$ cat src/rtl/stack_pkg.sv
// rtl/stack_pkg.sv - shared types and defaults for the stack access unit
package stack_pkg;

  typedef enum logic [1:0] {
    IDLE     = 2'd0,
    PUSH_MEM = 2'd1,
    POP_MEM  = 2'd2
  } stack_state_t;

  localparam logic [31:0] STACK_BASE_DEFAULT  = 32'd256;
  localparam logic [31:0] STACK_DEPTH_DEFAULT = 32'd256;

endpackage

$ cat src/rtl/stack_access_unit.sv
// rtl/stack_access_unit.sv - PUSH/POP sequencing engine with one memory access per operation
module stack_access_unit
  import stack_pkg::*;
#(
  parameter logic [31:0] STACK_BASE  = STACK_BASE_DEFAULT,
  parameter logic [31:0] STACK_DEPTH = STACK_DEPTH_DEFAULT
) (
  input  logic        clk,
  input  logic        rst_n,
  input  logic        op_valid,
  input  logic        op_push,
  input  logic [31:0] push_data,
  output logic        op_ready,
  input  logic [31:0] sp_top,
  output logic [31:0] sp_new_top,
  output logic        mem_req,
  output logic        mem_we,
  output logic [31:0] mem_addr,
  output logic [31:0] mem_wdata,
  input  logic [31:0] mem_rdata,
  input  logic        mem_ack,
  output logic        pop_valid,
  output logic [31:0] pop_data,
  output logic        err_overflow,
  output logic        err_underflow,
  output logic [31:0] stack_count
);

  localparam logic [31:0] FULL_TOP = STACK_BASE + STACK_DEPTH;

  stack_state_t state;
  logic         is_full;
  logic         is_empty;

  assign is_full     = (sp_top == FULL_TOP);
  assign is_empty    = (sp_top == STACK_BASE);
  assign stack_count = sp_top - STACK_BASE;

  // The SP register reloads every cycle, so pass sp_top through unless committing.
  always_comb begin
    sp_new_top = sp_top;
    if (mem_ack) begin
      if (state == PUSH_MEM)
        sp_new_top = sp_top + 32'd1;
      else if (state == POP_MEM)
        sp_new_top = sp_top - 32'd1;
    end
  end

  always_ff @(posedge clk or negedge rst_n) begin
    if (!rst_n) begin
      state         <= IDLE;
      op_ready      <= 1'b1;
      mem_req       <= 1'b0;
      mem_we        <= 1'b0;
      mem_addr      <= 32'd0;
      mem_wdata     <= 32'd0;
      pop_valid     <= 1'b0;
      pop_data      <= 32'd0;
      err_overflow  <= 1'b0;
      err_underflow <= 1'b0;
    end else begin
      pop_valid     <= 1'b0;
      err_overflow  <= 1'b0;
      err_underflow <= 1'b0;
      case (state)
        IDLE: begin
          if (op_valid) begin
            if (op_push) begin
              if (is_full) begin
                err_overflow <= 1'b1;
              end else begin
                state     <= PUSH_MEM;
                op_ready  <= 1'b0;
                mem_req   <= 1'b1;
                mem_we    <= 1'b1;
                mem_addr  <= sp_top;
                mem_wdata <= push_data;
              end
            end else begin
              if (is_empty) begin
                err_underflow <= 1'b1;
              end else begin
                state    <= POP_MEM;
                op_ready <= 1'b0;
                mem_req  <= 1'b1;
                mem_we   <= 1'b0;
                mem_addr <= sp_top - 32'd1;
              end
            end
          end
        end
        PUSH_MEM: begin
          if (mem_ack) begin
            state    <= IDLE;
            op_ready <= 1'b1;
            mem_req  <= 1'b0;
          end
        end
        POP_MEM: begin
          if (mem_ack) begin
            state     <= IDLE;
            op_ready  <= 1'b1;
            mem_req   <= 1'b0;
            pop_data  <= mem_rdata;
            pop_valid <= 1'b1;
          end
        end
        default: begin
          state    <= IDLE;
          op_ready <= 1'b1;
          mem_req  <= 1'b0;
        end
      endcase
    end
  end

endmodule

$ cat config.mk
export PLATFORM = sky130hd
export DESIGN_NAME = stack_access_unit
export DESIGN_NICKNAME = d
export VERILOG_FILES = /design/src/rtl/stack_pkg.sv /design/src/rtl/stack_access_unit.sv
export SDC_FILE = /design/constraint.sdc
export NUM_CORES = 1
export LEC_CHECK = 0
export ABC_CLOCK_PERIOD_IN_PS = 3000
export BUFFER_PORTS_ARGS = -buffer_cell sky130_fd_sc_hd__buf_4
export CAP_MARGIN = 0
export CORE_UTILIZATION = 53
export CTS_CLUSTER_SIZE = 40
export DETAILED_ROUTE_END_ITERATION = 7
export PLACE_DENSITY = 0.87
export SYNTH_ARGS = -nofsm -noshare
export SYNTH_HDL_FRONTEND = slang
export SYNTH_SLANG_ARGS = --single-unit
$ cat constraint.sdc
create_clock -name clk -period 3 [get_ports clk]
set_input_delay 0.15 -clock clk [delete_from_list [all_inputs] [get_ports clk]]
set_output_delay 0.15 -clock clk [all_outputs]
set_load 0.02 [all_outputs]
==> results.txt <==
* Die area: 12700 um2
- For the pin with the worst max-slew slack, the measured transition is 0.721 ns.
* Standard cell core area: 12000 um2
- Using the TritonRoute via totals, the vias-per-cell ratio works out to 5.77.
- Commonest register cell after synthesis: dfrtp_1
* Post-layout net count: 1008
- STA classifies the critical path endpoint as a primary output.
- Count of endpoints failing hold in the final timing report: 0
* Diodes inserted: 0
- The floorplan step set the die height to 113 um.
- In the final layout, flip-flops and latches occupy 2600 um2.
- The synthesized netlist contains 57 unique library cells.
- Proportion of netlist area held by the largest area contributor: 39.7%
- Number of filler cells placed in the layout: 899
* Synthesized cell area: 6480 um2
- Result of the run: complete, no violations
- The startpoint identified for the worst register-to-register timing path is state[0]$_DFFE_PN0P_.
- Global route overflow: 0
* Worst Setup Path Type: flop to primary output
- Routability-driven placement finished with a final weighted congestion of 1.00.
* Hold path start: push_data[25]
* Clock tree sinks: 104
* R2R Setup Slk: 0.78 ns
- The number of antenna violations at the first check in global routing was 0.
- Count of antenna-violating nets left after detailed routing: 0
- Max Slew Vio Count: 0
- Overall Power: 7.57 mW
- Clock tree synthesis selected as its root buffer the cell clkbuf_16.
- When the netlist entered floorplanning its net count stood at 778.
* Data arrival time of the critical path: 2.68 ns
* Max-capacitance violation count: 0
- Number of synthesized flops with an enable pin: 0
- Wires add up to 19800 um.
- Post-Syn Instances: 667
* Worst IR drop on VDD: 0.601 mV
- Relative max-transition margin: 51.5%
- After the first detailed-routing iteration, the DRC count stood at 479.
* Hold endpoint: mem_wdata[25]$_DFFE_PN0P_
- Counting flops and latches in the post-synthesis netlist gives 104.
- Cell types occupying the most area after synthesis: dfrtp_1 (40%), xnor2_1 (7.4%), mux2_2 (6.6%)
- Relative to the synthesized area, the layout overhead comes to 34.9%.
- The floorplan step set the die width to 113 um.
- Clock buffer depth: 2
- The worst path needs 2.83 ns of the cycle, external delays included.
- HPWL reported at the end of detailed placement: 15000 um
* Endpoint of the worst-slack reg-to-reg timing path: mem_addr[27]$_DFFE_PN0P_
* Starting density of the core: 54.2%
- Input and output buffers added on the ports amount to 266.
- The routed layout has 6053 vias.
- The multi-input combinational cells in the finished layout cover a total of 3470 um2.
- TritonCTS clock tree: yes
- In this run the count of I/O pins placed on the die edge is 267.
- Number of clock buffers inserted by TritonCTS: 9
- At the worst endpoint, the required time is 2.85 ns.
* Row count: 40
- In the final routed layout, each cell accounts on average for 18.9 um.
* Fmax: 353 MHz
- Summed over all cells, the static leakage comes to 3.90 nW.
- Library cell with the largest summed area after synthesis: dfrtp_1
- Along the worst hold path, the cell count comes to 2.
- Entering global routing, the biggest net connects 47 pins.
- Number of failing setup endpoints in the final timing report: 0
* Sequential cell area fraction in the yosys report: 40.2%
- Along the worst path, the maximum fanout reaches 5.
- In the finished design, the share of the clock period the worst path needs comes to 94.3%.
- Clock insertion delay at the later pin of the skew report: 0.35 ns
- Dividing total power by cell area gives a power density of 866 nW/um2.
- For this run, design rule violations remaining after detail routing come to 0.
* CTS clk-pin slew, worst paths: 0.07 ns
- Number of optimization iterations in the first detailed-route pass: 5
- STA classifies the critical path startpoint as a flop.
- Ratio of cells with drive above 1 in the final layout: 41.7%
- Number of global-route vias before repair: 5809
- Setup TNS after final layout: 0 ns
- Unrepaired setup endpoints after global routing: no
- In this run the number of H-tree levels came out at 3.
* Worst hold path type: primary input to flop
- Setup clock skew after layout: 0.00910 ns
- Mean area per synthesized cell: 9.72 um2
- Global routing used 31.4% of the available tracks across all layers.
- Yosys warning count: 0
- The worst register-to-register path has a depth of 7.
- The first global-routing pass estimated 30800 um of wire.
* Async S/R FF share, synth: 100%
==> cell type report <==
class                   count  share of cell area [%]
multi-input cells         480                    39.6
flip-flops and latches    104                    29.8
repair buffers            285                    24.6
clock buffers              10                    2.62
well taps                 147                    2.10
inverters                  17                   0.730
clock inverters             6                   0.515
==> synthesized netlist by cell type (all sizes together) (3+ instances only) <==
| cell | n |
|---|---|
| a21o | 3 |
| o31ai | 4 |
| nand2 | 49 |
| xor2 | 24 |
| nand2b | 5 |
| nor2b | 5 |
| o22ai | 7 |
| o21ai | 22 |
| dfrtp | 103 |
| mux2 | 66 |
| mux2i | 3 |
| a21oi | 32 |
| buf | 32 |
| inv | 17 |
| a21boi | 3 |
| nand4 | 19 |
| and3 | 4 |
| clkbuf | 34 |
| xnor2 | 55 |
| ha | 10 |
| or4 | 8 |
| nand3 | 18 |
| and4 | 6 |
| nor4 | 21 |
| a31oi | 7 |
| nor3 | 30 |
| nor2 | 56 |
| nor3b | 3 |
| nor4b | 3 |
==> kinds of logic (layout without fill, tap and decap cells) <==
family	Yosys count	after routing	synth area share (%)
xor+xnor	79	79	10.7
mux	69	69	13.1
fa+ha+maj	10	10	1.93
flops	104	104	40.2
compound gates	88	88	8.14
buf+inv	83	318	6.73
simple gates	234	234	19.3
==> power breakdown <==
part | switching [mW] | internal, mW | total (mW) | leakage, nW
Sequential | 0.388 | 2.10 | 2.49 | 1.21
Clock | 0.530 | 0.568 | 1.10 | 0.130
Combinational | 2.16 | 1.82 | 3.99 | 2.56
==> per-stage QoR <==
stage | worst slack [ns] | util [%] | instance area [um2] | instances | hold slack [ns]
floorplan | 0.655 | - | 6480 | 667 | -0.146
global placement | 0.498 | 70.7 | 8460 | 1032 | 0.198
detailed placement | 0.439 | 70.7 | 8460 | 1032 | 0.196
CTS | 0.112 | 73.1 | 8740 | 1049 | 0.0111
global route | 0.0451 | 73.1 | 8750 | 1049 | 0.0145
finish | 0.171 | 73.1 | 8750 | 1049 | 0.0176
==> metal layers <==
metal / GRT usage, % / vias up / routed length (um)
met5: 0 / - / 0
met4: 13.8 / 0 / 699
met3: 7.34 / 54 / 1770
met2: 51.2 / 333 / 9500
met1: 39.9 / 2889 / 7850
li1: - / 2777 / -
==> what timing repair did <==
action,4_1_cts,5_1_grt
hold buffers,1,0
setup buffers,0,0
endpoints found under the hold margin,43,0
setup endpoints to repair,0,1
resized for setup,0,1
==> worst max path at each step <==
stage,startpoint,end,slack (ns)
after global placement,sp_top[0],sp_new_top[28],0.50
after global routing,state[0]$_DFFE_PN0P_,sp_new_top[31],0.05
after CTS,state[1]$_DFFE_PN0P_,sp_new_top[29],0.11
final,state[0]$_DFFE_PN0P_,sp_new_top[31],0.17
after floorplan,sp_top[8],sp_new_top[30],0.65
after detailed placement,sp_top[0],sp_new_top[28],0.44
==> layout by cell type (no fill, tap or decap), types with 3 or more instances in the layout <==
cell type | netlist | layout
nor4_1 | 16 | 16
nor3_1 | 29 | 29
nor2_1 | 56 | 56
o21ai_0 | 21 | 21
and4_1 | 6 | 6
clkbuf_16 | 0 | 9
xnor2_1 | 55 | 55
nand4_1 | 18 | 18
or4_1 | 6 | 6
mux2_4 | 20 | 20
xor2_1 | 24 | 24
o22ai_1 | 7 | 7
mux2_2 | 38 | 38
nor3b_1 | 3 | 3
mux2i_1 | 3 | 3
and3_1 | 3 | 3
ha_1 | 10 | 9
mux2_1 | 8 | 8
a21oi_1 | 32 | 32
nor2b_1 | 5 | 5
inv_1 | 17 | 17
a31oi_1 | 7 | 7
dfrtp_1 | 103 | 103
nand2b_1 | 5 | 5
o31ai_1 | 4 | 4
nand3_1 | 18 | 18
nor4_2 | 5 | 5
nand2_1 | 49 | 49
buf_4 | 11 | 283
==> flip-flops by register name, summed over array words and instances, names as in the netlist <==
register	count
err_overflow	1
err_underflow	1
mem_addr	32
mem_req	1
mem_wdata	32
mem_we	1
op_ready	1
pop_data	32
pop_valid	1
state	2
==> critical path: stages, from the launching register on <==
cell	delay, ns
dfrtp_1	0.40
inv_1	0.10
ha_1	0.28
nor2b_1	0.33
nand4_1	0.25
or4_1	0.52
o21ai_0	0.12
xor2_1	0.17
buf_4	0.16
(Power assumes the default switching activity.)
